## src/rtl/half_adder_pkg.sv

```systemverilog
// ============================================================================
// half_adder_pkg : shared constants and result type for the half-adder family
// Revision 1.0
// ============================================================================
`default_nettype none

package half_adder_pkg;

  localparam int LANES_DEF = 1;
  localparam int CNT_W_DEF = 16;

  typedef struct packed {
    logic sum;
    logic carry;
  } ha_result_t;

endpackage : half_adder_pkg

`default_nettype wire

```

## src/rtl/half_adder_bit.sv

```systemverilog
// ============================================================================
// half_adder_bit : 1-bit combinational half-adder cell
// Revision 1.0
// ============================================================================
`default_nettype none

module half_adder_bit
  import half_adder_pkg::*;
(
  input  logic i_a,
  input  logic i_b,
  output logic o_sum,
  output logic o_carry
);

  ha_result_t w_res;

  assign w_res.sum   = i_a ^ i_b;
  assign w_res.carry = i_a & i_b;

  assign o_sum   = w_res.sum;
  assign o_carry = w_res.carry;

endmodule : half_adder_bit

`default_nettype wire

```

## src/rtl/half_adder_unit.sv

```systemverilog
// ============================================================================
// half_adder_unit : LANES-wide half adder with registered copy and
//                   saturating carry-event counter
// Revision 1.0
// ============================================================================
`default_nettype none

module half_adder_unit
  import half_adder_pkg::*;
#(
  parameter int LANES = LANES_DEF,
  parameter int CNT_W = CNT_W_DEF
) (
  input  logic             clk,
  input  logic             rst_n,
  input  logic             in_valid,
  input  logic [LANES-1:0] a,
  input  logic [LANES-1:0] b,
  output logic [LANES-1:0] sum,
  output logic [LANES-1:0] carry,
  output logic             out_valid,
  output logic [LANES-1:0] sum_q,
  output logic [LANES-1:0] carry_q,
  output logic [CNT_W-1:0] carry_events
);

  // Accumulator is wide enough for both the counter and a full-lane popcount,
  // plus one headroom bit so overflow is detectable before clamping.
  localparam int c_PC_W   = $clog2(LANES + 1);
  localparam int c_BASE_W = (CNT_W > c_PC_W) ? CNT_W : c_PC_W;
  localparam int c_SUM_W  = c_BASE_W + 1;
  localparam logic [c_SUM_W-1:0] c_MAX = c_SUM_W'({CNT_W{1'b1}});

  logic [LANES-1:0]   w_sum;
  logic [LANES-1:0]   w_carry;
  logic [c_SUM_W-1:0] w_pop;
  logic [c_SUM_W-1:0] w_next;
  logic [c_SUM_W-1:0] w_sat;

  logic               r_out_valid;
  logic [LANES-1:0]   r_sum_q;
  logic [LANES-1:0]   r_carry_q;
  logic [CNT_W-1:0]   r_cnt;

  for (genvar gi = 0; gi < LANES; gi++) begin : g_lane
    half_adder_bit u_bit (
      .i_a     (a[gi]),
      .i_b     (b[gi]),
      .o_sum   (w_sum[gi]),
      .o_carry (w_carry[gi])
    );
  end

  always_comb begin
    w_pop = '0;
    for (int i = 0; i < LANES; i++) begin
      w_pop = w_pop + c_SUM_W'(w_carry[i]);
    end
    w_next = c_SUM_W'(r_cnt) + w_pop;
    w_sat  = (w_next > c_MAX) ? c_MAX : w_next;
  end

  always_ff @(posedge clk or negedge rst_n) begin
    if (!rst_n) begin
      r_out_valid <= 1'b0;
      r_sum_q     <= '0;
      r_carry_q   <= '0;
      r_cnt       <= '0;
    end else begin
      r_out_valid <= in_valid;
      if (in_valid) begin
        r_sum_q   <= w_sum;
        r_carry_q <= w_carry;
        r_cnt     <= w_sat[CNT_W-1:0];
      end
    end
  end

  assign sum          = w_sum;
  assign carry        = w_carry;
  assign out_valid    = r_out_valid;
  assign sum_q        = r_sum_q;
  assign carry_q      = r_carry_q;
  assign carry_events = r_cnt;

endmodule : half_adder_unit

`default_nettype wire

```

## config.mk

```make
export PLATFORM = sky130hd
export DESIGN_NAME = half_adder_unit
export DESIGN_NICKNAME = d
export VERILOG_FILES = /design/src/rtl/half_adder_pkg.sv /design/src/rtl/half_adder_bit.sv /design/src/rtl/half_adder_unit.sv
export SDC_FILE = /design/constraint.sdc
export NUM_CORES = 1
export LEC_CHECK = 0
export ABC_AREA = 1
export BUFFER_PORTS_ARGS = -buffer_cell sky130_fd_sc_hd__buf_2
export CORE_MARGIN = 2
export CORE_UTILIZATION = 52
export CTS_CLUSTER_SIZE = 10
export DETAILED_ROUTE_END_ITERATION = 8
export PLACE_DENSITY = 0.83
export SYNTH_ARGS = -nofsm -noshare
export SYNTH_HDL_FRONTEND = slang
export SYNTH_SLANG_ARGS = --single-unit
export TNS_END_PERCENT = 20
```

## constraint.sdc

```tcl
create_clock -name clk -period 1.55 [get_ports clk]
set_input_delay 0.0775 -clock clk [delete_from_list [all_inputs] [get_ports clk]]
set_output_delay 0.0775 -clock clk [all_outputs]
set_load 0.005 [all_outputs]
```

# Word-level counts from Yosys, hierarchy flattened

Index checks and enable logic that the tools add are counted.

Input bits: 5
Output and inout port bits: 21
Word-level logic and storage cells: 9
Register bits: 19

$add $sub $neg: 1
Bitwise logic cells: 2
Mux-type cells: 1
Magnitude comparators: 1

Operator list:

| operator                                             | count |
|---|---|
| adder 16 x 1 -> 17 bit                               | 1 |
| > comparator 17 x 16 -> 1 bit, second input constant | 1 |
| 2-to-1 mux 16 bit                                    | 1 |
| AND 1 bit                                            | 1 |
| XOR 1 bit                                            | 1 |

# Logic depth before layout (Yosys ltp)

Gate-level depths: netlist of run 1.

Depth in word-level cells: 4
Depth in mapped cells: 8
Depth with buffers taken out: 8

# Modules after synthesis

From an unflattened synthesis of run 1, not the netlist that was laid out.

Cell total of the unflattened synthesis: 133
Area total of the unflattened synthesis: 1103.6 um^2

By module, submodules not included:

| module          | area each (um^2) | sequential area each (um^2) | cells an instance | instances |
|---|---|---|---|---|
| half_adder_unit | 1091.0           | 475.5                       | 132               | 1 |
| half_adder_bit  | 12.5             | 0.0                         | 1                 | 1 |

# Least setup slack after synthesis of run 1

OpenSTA, ideal clock, no wires.

Path kind: register to register
From: reg r_cnt[0], in the netlist carry_events[0]
To: reg r_cnt[10], in the netlist carry_events[10]
Required time: 1.421 ns
Setup slack: 0.284 ns
Cell stages (with the launch flop): 7
Clock period less this slack: 1.266 ns
Arrival: 1.137 ns
Path buffers: 1
Library setup time: 0.129 ns
Path through: dfrtp_1 > ha_1 > nand2_1 > nor2_8 > nand4_4 > buf_6 > nand3_1

Word-level cells in the longest chain between the ends: 3

Ends and longest elaborated chain:

| element                       | RTL line              | text |
|---|---|---|
| start, declared               | half_adder_unit.sv:43 | `logic [CNT_W-1:0] r_cnt;` |
| start signal, assigned        | half_adder_unit.sv:74 | `r_cnt <= w_sat[CNT_W-1:0];` |
| adder 16 x 1 -> 17 bit (*)    | half_adder_unit.sv:59 | `w_next = c_SUM_W'(r_cnt) + w_pop;` |
| > comparator 17 x 16 -> 1 bit | half_adder_unit.sv:60 | `w_sat = (w_next > c_MAX) ? c_MAX : w_next;` |
| 2-to-1 mux 16 bit (*)         | half_adder_unit.sv:60 |  |

Every way passes the cells marked *; elsewhere a longest branch is shown, timed or not.
A chain may end at the register's enable or synchronous reset.

# Worst setup path in the final report of run 1

Same ends and word-level chain as after synthesis.

==> results of run 1 <==
## power by group through the flow
stage | combinational (mW) | sequential (mW) | clock, mW
after floorplan | 0.132 | 0.640 | 0
after global placement | 0.229 | 0.636 | 0
after detailed placement | 0.236 | 0.644 | 0
after CTS | 0.244 | 0.633 | 0.263
after global routing | 0.265 | 0.646 | 0.292
final | 0.238 | 0.634 | 0.251
## through the flow
step                hold WS (ns)  std cells  setup slack (ns)  power (mW)  utilization
finish                    0.1640        179            0.1475       1.123       0.6439
global route              0.1658        179           0.04785       1.203       0.6439
CTS                       0.1771        179            0.1467       1.139       0.6439
detailed placement       0.04229        173            0.1710      0.8804       0.6206
global placement         0.02992        173            0.2634      0.8656       0.6206
floorplan                -0.2181        123            0.2837      0.7722            -
## registers in the layout (all words and copies together), names as in the netlist
register	cells
carry_q	1
carry_events	16
out_valid	1
sum_q	1
## per-layer routing
layer  vias up  share of wire  global-route usage
li1        452              -                   -
met1       435           0.39              0.2456
met2        25           0.54              0.3867
met3         7          0.043             0.02727
met4         0          0.026              0.1111
met5         -              0                   0
## kinds of logic after synthesis
| logic type | count (synthesis) |
|---|---|
| AND/OR/NAND/NOR | 70 |
| AO/OA/AOI/OAI | 5 |
| adder cells (fa/ha/maj) | 3 |
| XOR/XNOR | 6 |
| multiplexers | 3 |
| flip-flops | 19 |
| buffers and inverters | 17 |
## layout make-up
cell class,count,share of cell area
clock buffers,4,0.02059
inverters,15,0.04412
multi-input cells,87,0.4226
flip-flops and latches,19,0.3726
well taps,27,0.02647
repair buffers,27,0.1137
## path summary, 6_finish.rpt
kind	slack, ns	end	start	cells past startpoint
worst min register to register	0.52	carry_q	carry_q	1
worst min-delay path	0.16	sum_q	b	3
worst max-delay path	0.15	carry_events[10]	carry_events[0]	5
worst max register to register	0.15	carry_events[10]	carry_events[0]	5
min in group asynchronous	0.23	carry_events[7]	rst_n	2
max in group asynchronous	1.03	carry_events[1]	rst_n	2
## layout by cell type (no fill, tap or decap)
master | synthesis | routed
nor2_8 | 1 | 1
dfrtp_1 | 19 | 19
nand4_4 | 1 | 1
nand2_1 | 34 | 34
nand3_4 | 1 | 1
o21ai_0 | 4 | 4
nand2_2 | 1 | 1
nor2_2 | 2 | 2
buf_2 | 0 | 25
or2_1 | 1 | 1
nor2_1 | 7 | 7
ha_1 | 3 | 3
nand3_1 | 11 | 11
clkbuf_1 | 0 | 1
dlygate4sd3_1 | 0 | 2
nand4_1 | 3 | 3
or2_2 | 1 | 1
xnor2_1 | 1 | 1
nand2_4 | 1 | 1
clkbuf_4 | 0 | 3
nand3_2 | 4 | 4
xor2_1 | 5 | 5
nor2_4 | 2 | 2
o21ai_1 | 1 | 1
inv_1 | 15 | 15
mux2i_1 | 1 | 1
mux2_2 | 2 | 2
## critical path, delay by kind of cell (launching register included)
kind,cells,cell delay (ns)
DFF,1,0.42
adders and majority gates,1,0.19
and+or+nand+nor,4,0.73
## repair_timing
action                    4_1_cts  5_1_grt
hold buffers                    2        0
resized for setup               0        0
hold endpoints to repair       20        0
==> impl_metrics.env, run 1 <==
export IMPL_clock_fmax_ghz=0.7130
export IMPL_cp_required_ns=1.78
export IMPL_finalSetupViolCount=0
export IMPL_critPathCaptureType="flip-flop"
export IMPL_floorplan_initialDensity=0.5518
export IMPL_clock_sinks=19
export IMPL_post_cts_buffers=0
export IMPL_pin_count=26
export IMPL_num_vias=919
export IMPL_ys_seq_area_frac=0.4348
export IMPL_drt_first_iter_violations=7
export IMPL_synth_flop_cell="dfrtp_1"
export IMPL_synthMuxAreaShare=0.02975
export IMPL_routed_wl_um=2243
export IMPL_synth_compound_area_frac=0.02288
export IMPL_slew_headroom=0.7184
export IMPL_synth_area_leaders="dfrtp_1 43%, nand2_1 12%, inv_1 5.1%"
export IMPL_fin_worst_skew_ns=0.001652
export IMPL_worst_ir_drop_vdd_v=0.0007361
export IMPL_drc=0
export IMPL_p_sw_uw=352.0
export IMPL_multi_input_area_um2=539.3
export IMPL_insertion_delay_ns=0.30
export IMPL_path_class="flip-flop to flip-flop"
export IMPL_avgSynthCellArea_um2=8.891
export IMPL_nFillCells=176
export IMPL_netlist_area_um2=1094
export IMPL_io_buffers=25
export IMPL_ant_nets=0
export IMPL_worst_pin_slew_ns=0.4223
export IMPL_min_period_ns=1.403
export IMPL_dpl_hpwl_um=1735
export IMPL_drtPass1Iterations=4
export IMPL_p_sw_frac=0.3134
export IMPL_yosysMostFrequentCell="nand2_1"
export IMPL_worst_endpoint_arrival_ns=1.64
export IMPL_synth_edf_count=0
export IMPL_vias_per_cell=5.134
export IMPL_drive_gt1_frac=0.2895
export IMPL_rows=16
export IMPL_synth_simple_area_share=0.3581
export IMPL_synth_top_family_by_area="simple AND/OR/NAND/NOR gates"
export IMPL_place_congestion=0.8246
export IMPL_grt_usage=0.2147
export IMPL_ys_async_sr_fraction=1.000
export IMPL_finalHoldViolCount=0
export IMPL_cpPeakStageDelay_ns=0.42
export IMPL_yosysWarnings=0
export IMPL_rsz0062_at_grt="false"
export IMPL_placed_cell_area_um2=1230
export IMPL_grt_max_degree=20
export IMPL_hold_class="input pin to flip-flop"
export IMPL_antenna_cells=0
export IMPL_synthTopCellsByCount="34 x nand2_1, 19 x dfrtp_1, 15 x inv_1, 11 x nand3_1, 7 x nor2_1"
export IMPL_fp_dieW_um=49.86
export IMPL_antenna_found_initial=0
export IMPL_yosys_area_top_type="dfrtp_1"
export IMPL_setup_tns_ns=0
export IMPL_yosysTopAreaCellShare=0.4348
export IMPL_grt_pass1_wl_um=3946
export IMPL_cp_slowest_cell="dfrtp_1"
export IMPL_synth_distinct_cells=24
export IMPL_clk_pin_slew_ns=0.10
export IMPL_clockBufferDepth=2
export IMPL_synth_cells=123
export IMPL_h_tree_depth=1
export IMPL_cts_inserted_buffers=3
export IMPL_area_delta_synth_final_pct=16.70
export IMPL_die_h_um=49.86
export IMPL_worstPathCellList="ha_1 -> nand2_1 -> nor2_8 -> nand4_4 -> nand3_1"
export IMPL_synth_xor_area_share=0.04805
export IMPL_cts_tree="yes"
export IMPL_path_max_fanout=15
export IMPL_status="complete, no violations"
export IMPL_maxCapViolCount=0
export IMPL_wl_per_cell_um=12.53
export IMPL_p_per_area_nw_per_um2=880.0
export IMPL_ys_ff_latch=19
export IMPL_startpoint_type="flip-flop"
export IMPL_internal_power_uw=771.1
export IMPL_synthesis_nets=131
export IMPL_final_area_um2=1276
export IMPL_core_um2=1982
export IMPL_maxSlewViolCount=0
export IMPL_grt_pass1_vias=890
export IMPL_p_leak_nw=0.7280
export IMPL_p_comb_frac=0.212
export IMPL_die_area_um2=2486
export IMPL_cts_root_buf="clkbuf_4"
export IMPL_fin_crit_sh=0.9049
export IMPL_seqPwrFrac=0.564
export IMPL_clkPwrFrac=0.223
export IMPL_synth_fa_ha_area_frac=0.03432
export IMPL_gr_total_overflow=0
export IMPL_seqCellArea_um2=475.5
export IMPL_finalNetCount=161
Note: power is estimated with default switching activity, not from simulation.
==> inputs of run 2 (changes only) <==
- ABC_AREA: 1 -> unset
- CORE_UTILIZATION: 52 -> 50
- PLACE_DENSITY: 0.83 -> 0.82
==> impl_metrics.env, run 2 <==
export IMPL_status="complete, no violations"
export IMPL_hold_class="input pin to flip-flop"
export IMPL_synthesis_nets=98
export IMPL_io_buffers=25
export IMPL_avgSynthCellArea_um2=10.51
export IMPL_ant_nets=0
export IMPL_floorplan_initialDensity=0.5419
export IMPL_clockBufferDepth=2
export IMPL_synthTopCellsByCount="19 x dfrtp_1, 17 x nand2_1, 7 x nand3_1, 7 x xnor2_1, 5 x nor2_1"
export IMPL_cts_tree="yes"
export IMPL_num_vias=807
export IMPL_clock_fmax_ghz=0.6545
export IMPL_synth_distinct_cells=26
export IMPL_ys_ff_latch=19
export IMPL_min_period_ns=1.528
export IMPL_synth_flop_cell="dfrtp_1"
export IMPL_grt_usage=0.2025
export IMPL_area_delta_synth_final_pct=32.94
export IMPL_final_cell_mix="25 x buf_2, 19 x dfrtp_1, 16 x nand2_1"
export IMPL_wl_per_cell_um=12.63
export IMPL_worst_pin_slew_ns=0.4118
export IMPL_cts_root_buf="clkbuf_4"
export IMPL_fin_worst_skew_ns=0.004703
export IMPL_die_area_um2=2256
export IMPL_maxCapViolCount=0
export IMPL_drtPass1Iterations=4
export IMPL_core_um2=1745
export IMPL_worst_ir_drop_vdd_v=0.0008062
export IMPL_finalNetCount=142
export IMPL_clock_sinks=19
export IMPL_ys_async_sr_fraction=1.000
export IMPL_rsz0062_at_grt="true"
export IMPL_dp_cells=149
export IMPL_h_tree_depth=1
export IMPL_ys_seq_area_frac=0.5026
export IMPL_cts_inserted_buffers=3
export IMPL_antenna_cells=0
export IMPL_rows=15
export IMPL_vias_per_cell=5.108
export IMPL_place_congestion=0.7969
export IMPL_slew_headroom=0.7255
export IMPL_gr_total_overflow=0
export IMPL_setup_tns_ns=0
export IMPL_largest_reg_flops=16
export IMPL_drc=0
export IMPL_pin_count=26
export IMPL_drive_gt1_frac=0.4060
export IMPL_yosys_area_top_type="dfrtp_1"
export IMPL_path_class="flip-flop to flip-flop"
export IMPL_layout_commonest_cell="buf_2"
export IMPL_yosysWarnings=0
export IMPL_synth_cells=90
export IMPL_p_per_area_nw_per_um2=1006
export IMPL_maxSlewViolCount=0
export IMPL_netlist_area_um2=945.9
export IMPL_worst_endpoint_arrival_ns=1.76
export IMPL_critPathCaptureType="flip-flop"
export IMPL_pre_cts_ws_ns=0.007672
export IMPL_finalHoldViolCount=0
export IMPL_routed_wl_um=1996
export IMPL_fin_crit_sh=0.9857
export IMPL_synth_area_leaders="dfrtp_1 50%, nand2_1 6.7%, xnor2_1 6.5%"
export IMPL_finalSetupViolCount=0
export IMPL_setup_ws_ns=0.02222
export IMPL_path_max_fanout=3
export IMPL_insertion_delay_ns=0.29
export IMPL_yosysMostFrequentCell="dfrtp_1"
export IMPL_synth_edf_count=0
export IMPL_clk_pin_slew_ns=0.11
export IMPL_cp_required_ns=1.78
export IMPL_die_h_um=47.50
export IMPL_grt_pass1_wl_um=3208
export IMPL_drt_first_iter_violations=6
export IMPL_antenna_found_initial=0
export IMPL_yosysTopAreaCellShare=0.5026
export IMPL_grt_max_degree=20
export IMPL_grt_pass1_vias=767
export IMPL_layout_cells_non_filler=158
export IMPL_startpoint_type="flip-flop"
export IMPL_final_core_utilization=0.7204
export IMPL_fp_dieW_um=47.50
export IMPL_p_leak_nw=0.6718
export IMPL_dpl_hpwl_um=1471
run 2: changes by cell type in the layout (fill, tap and decap cells not counted), moves of 4 or more:
cell | before | now
nand2_1 | 34 | 16
buf_4 | 0 | 14
inv_1 | 15 | 3
xnor2_1 | 1 | 7
nand3_1 | 11 | 7
o21ai_0 | 4 | 0
run 2: repair_timing:
item | 4_1_cts | 5_1_grt
pin swaps | 0 | 2
resized for setup | 0 | 4
hold buffers | 1 | 1
setup buffers | 2 | 1
endpoints found under the hold margin | 19 | 1
endpoints found under the setup margin | 1 | 4
run 2: worst paths after layout:
kind	start	end	slack, ns	depth (start not counted)
worst max-delay path	carry_events[0]	carry_events[9]	0.02	5
max in group asynchronous	rst_n	carry_events[10]	1.02	2
worst min register to register	sum_q	sum_q	0.52	1
worst max register to register	carry_events[0]	carry_events[9]	0.02	5
min in group asynchronous	rst_n	carry_events[2]	0.24	2
worst min-delay path	b	sum_q	0.16	3
run 2: layout make-up:
cell class,instances,area (µm²)
Inverter,3,11.26
Sequential cell,19,475.5
Clock inverter,1,5.005
Multi-Input combinational cell,66,461.7
Tap cell,25,31.28
Timing Repair Buffer,41,250.2
Fill cell,140,488.0
Clock buffer,3,22.52
run 2: metrics by stage:
stage | total power [mW] | hold WS [ns] | area, µm²
floorplan | 0.7893 | -0.2181 | 945.9
global placement | 0.9481 | 0.02839 | 1172
detailed placement | 0.9698 | 0.03060 | 1172
CTS | 1.249 | 0.005648 | 1225
global route | 1.347 | 0.1689 | 1257
finish | 1.265 | 0.1588 | 1257
run 2: layer usage:
layer,global-route usage,vias to the layer above,part of all wire
met5,0,-,0
met4,0.06111,0,0.013
met3,0.04151,6,0.040
met2,0.3432,19,0.51
met1,0.2616,382,0.44
li1,-,400,-
run 2: kinds of logic after synthesis:
kind of cell	count (synthesis)	synth area share
buf+inv	5	0.02513
mux	4	0.04497
compound gates	3	0.01720
xor+xnor	11	0.1018
flops	19	0.5026
simple gates	45	0.2685
fa+ha+maj	3	0.03969
run 2: where the power goes:
group / switching [mW] / internal, mW
sequential: 0.0690 / 0.563
combinational: 0.182 / 0.207
clock: 0.149 / 0.0958
total: 0.400 / 0.865
run 2: worst max-delay path: stages (launching register included):
cell,delay [ns]
dfrtp_1,0.40
ha_2,0.21
nand2_2,0.06
or4_4,0.51
or2_0,0.23
nand3_1,0.07
==> inputs of run 3 (changes only) <==
- CAP_MARGIN: unset -> 15
- PLACE_DENSITY: 0.82 -> 0.77
==> impl_metrics.env, run 3 (synthesized netlist as in run 2, its figures left out) <==
export IMPL_status="complete, no violations"
export IMPL_final_core_utilization=0.7247
export IMPL_fin_crit_sh=0.9786
export IMPL_ant_nets=0
export IMPL_gr_total_overflow=0
export IMPL_layout_commonest_cell="buf_2"
export IMPL_finalSetupViolCount=0
export IMPL_cts_root_buf="clkbuf_4"
export IMPL_pin_count=26
export IMPL_slew_headroom=0.7040
export IMPL_rsz0062_at_grt="true"
export IMPL_worst_ir_drop_vdd_v=0.0009446
export IMPL_grt_pass1_wl_um=3298
export IMPL_place_congestion=0.7623
export IMPL_cp_required_ns=1.80
export IMPL_routed_wl_um=2135
export IMPL_path_max_fanout=4
export IMPL_floorplan_initialDensity=0.5419
export IMPL_fp_dieW_um=47.50
export IMPL_drc=0
export IMPL_final_cell_mix="25 x buf_2, 19 x dfrtp_1, 16 x nand2_1"
export IMPL_cpPeakStageDelay_ns=0.52
export IMPL_grt_max_degree=20
export IMPL_whs_ns=0.1445
export IMPL_maxSlewViolCount=0
export IMPL_clock_sinks=19
export IMPL_totalPowerFinal_mw=1.231
export IMPL_largest_reg_flops=16
export IMPL_setup_ws_ns=0.03311
export IMPL_startpoint_type="flip-flop"
export IMPL_drt_first_iter_violations=21
export IMPL_drtPass1Iterations=4
export IMPL_min_period_ns=1.517
export IMPL_wl_per_cell_um=13.69
export IMPL_io_buffers=25
export IMPL_cts_inserted_buffers=3
export IMPL_p_per_area_nw_per_um2=972.9
export IMPL_p_leak_nw=0.6991
export IMPL_cts_tree="yes"
export IMPL_placed_cell_area_um2=1180
export IMPL_die_area_um2=2256
export IMPL_worst_endpoint_arrival_ns=1.76
export IMPL_grt_pass1_vias=808
export IMPL_clk_pin_slew_ns=0.11
export IMPL_post_cts_buffers=0
export IMPL_path_class="flip-flop to flip-flop"
export IMPL_insertion_delay_ns=0.30
export IMPL_clock_fmax_ghz=0.6592
export IMPL_cp_slowest_cell="or4_4"
export IMPL_core_um2=1745
export IMPL_nFillCells=135
export IMPL_multi_input_area_um2=485.5
export IMPL_critPathCaptureType="flip-flop"
export IMPL_antenna_found_initial=0
export IMPL_antenna_cells=0
export IMPL_area_delta_synth_final_pct=33.73
export IMPL_seqCellArea_um2=475.5
export IMPL_num_vias=825
export IMPL_path_delay_family="simple AND/OR/NAND/NOR gates"
export IMPL_critPathBufInv=0
export IMPL_die_h_um=47.50
export IMPL_finalNetCount=140
export IMPL_drive_gt1_frac=0.3893
export IMPL_worstPathCellList="ha_2 -> nand2_2 -> or4_4 -> or2_0 -> nand3_1"
export IMPL_grt_usage=0.2150
export IMPL_h_tree_depth=1
export IMPL_finalHoldViolCount=0
export IMPL_vias_per_cell=5.288
export IMPL_worst_pin_slew_ns=0.4441
export IMPL_dpl_hpwl_um=1503
export IMPL_fin_worst_skew_ns=0.003826
export IMPL_final_area_um2=1265
export IMPL_hold_class="input pin to flip-flop"
export IMPL_rows=15
export IMPL_clockBufferDepth=2
export IMPL_maxCapViolCount=0
export IMPL_pre_cts_ws_ns=0.03906
[run 3: worst paths after layout]
| kind | startpoint | slack (ns) | endpoint | cells after the start |
|---|---|---|---|---|
| worst max-delay path | carry_events[0] | 0.03 | carry_events[9] | 5 |
| worst min-delay path | b | 0.14 | sum_q | 3 |
| worst max register to register | carry_events[0] | 0.03 | carry_events[9] | 5 |
| worst min register to register | carry_q | 0.52 | carry_q | 1 |
| max in group asynchronous | rst_n | 1.00 | out_valid | 2 |
| min in group asynchronous | rst_n | 0.24 | carry_events[9] | 2 |
[run 3: worst reg2reg max path, stage by stage (launching register included)]
cell and delay (ns):
dfrtp_1 0.40, ha_2 0.20, nand2_2 0.06, or4_4 0.52, or2_0 0.21, nand3_1 0.08
[run 3: cell type report]
cell class / instances / share of cell area
repair buffers: 39 / 0.1860
clock buffers: 4 / 0.02077
multi-input cells: 66 / 0.3838
flip-flops and latches: 19 / 0.3759
well taps: 25 / 0.02473
inverters: 3 / 0.008902
[run 3: timing repair]
item                       4_1_cts  5_1_grt
gates resized for setup          0        7
setup endpoints to repair        0       11
hold endpoints to repair        20        0
hold buffers                     2        0
[run 3: layer usage]
layer  share of wire  GRT usage  vias up
met5               0          0        -
met4           0.017     0.1167        0
met3           0.047    0.04528        7
met2            0.50     0.3676       24
met1            0.43     0.2506      400
li1                -          -      394
[run 3: power by group]
| part | total, mW | switching (mW) | leakage, nW | internal, mW |
|---|---|---|---|---|
| Sequential | 0.634 | 0.0715 | 0.247 | 0.563 |
| Combinational | 0.345 | 0.172 | 0.437 | 0.172 |
| Clock | 0.252 | 0.152 | 0.0150 | 0.100 |
| Total | 1.23 | 0.396 | 0.699 | 0.835 |
[run 3: through the flow]
step | std cells | TNS [ns]
after floorplan | 90 | 0
after global placement | 150 | 0
after detailed placement | 150 | 0
after CTS | 156 | 0
after global routing | 156 | -0.05668
final | 156 | 0
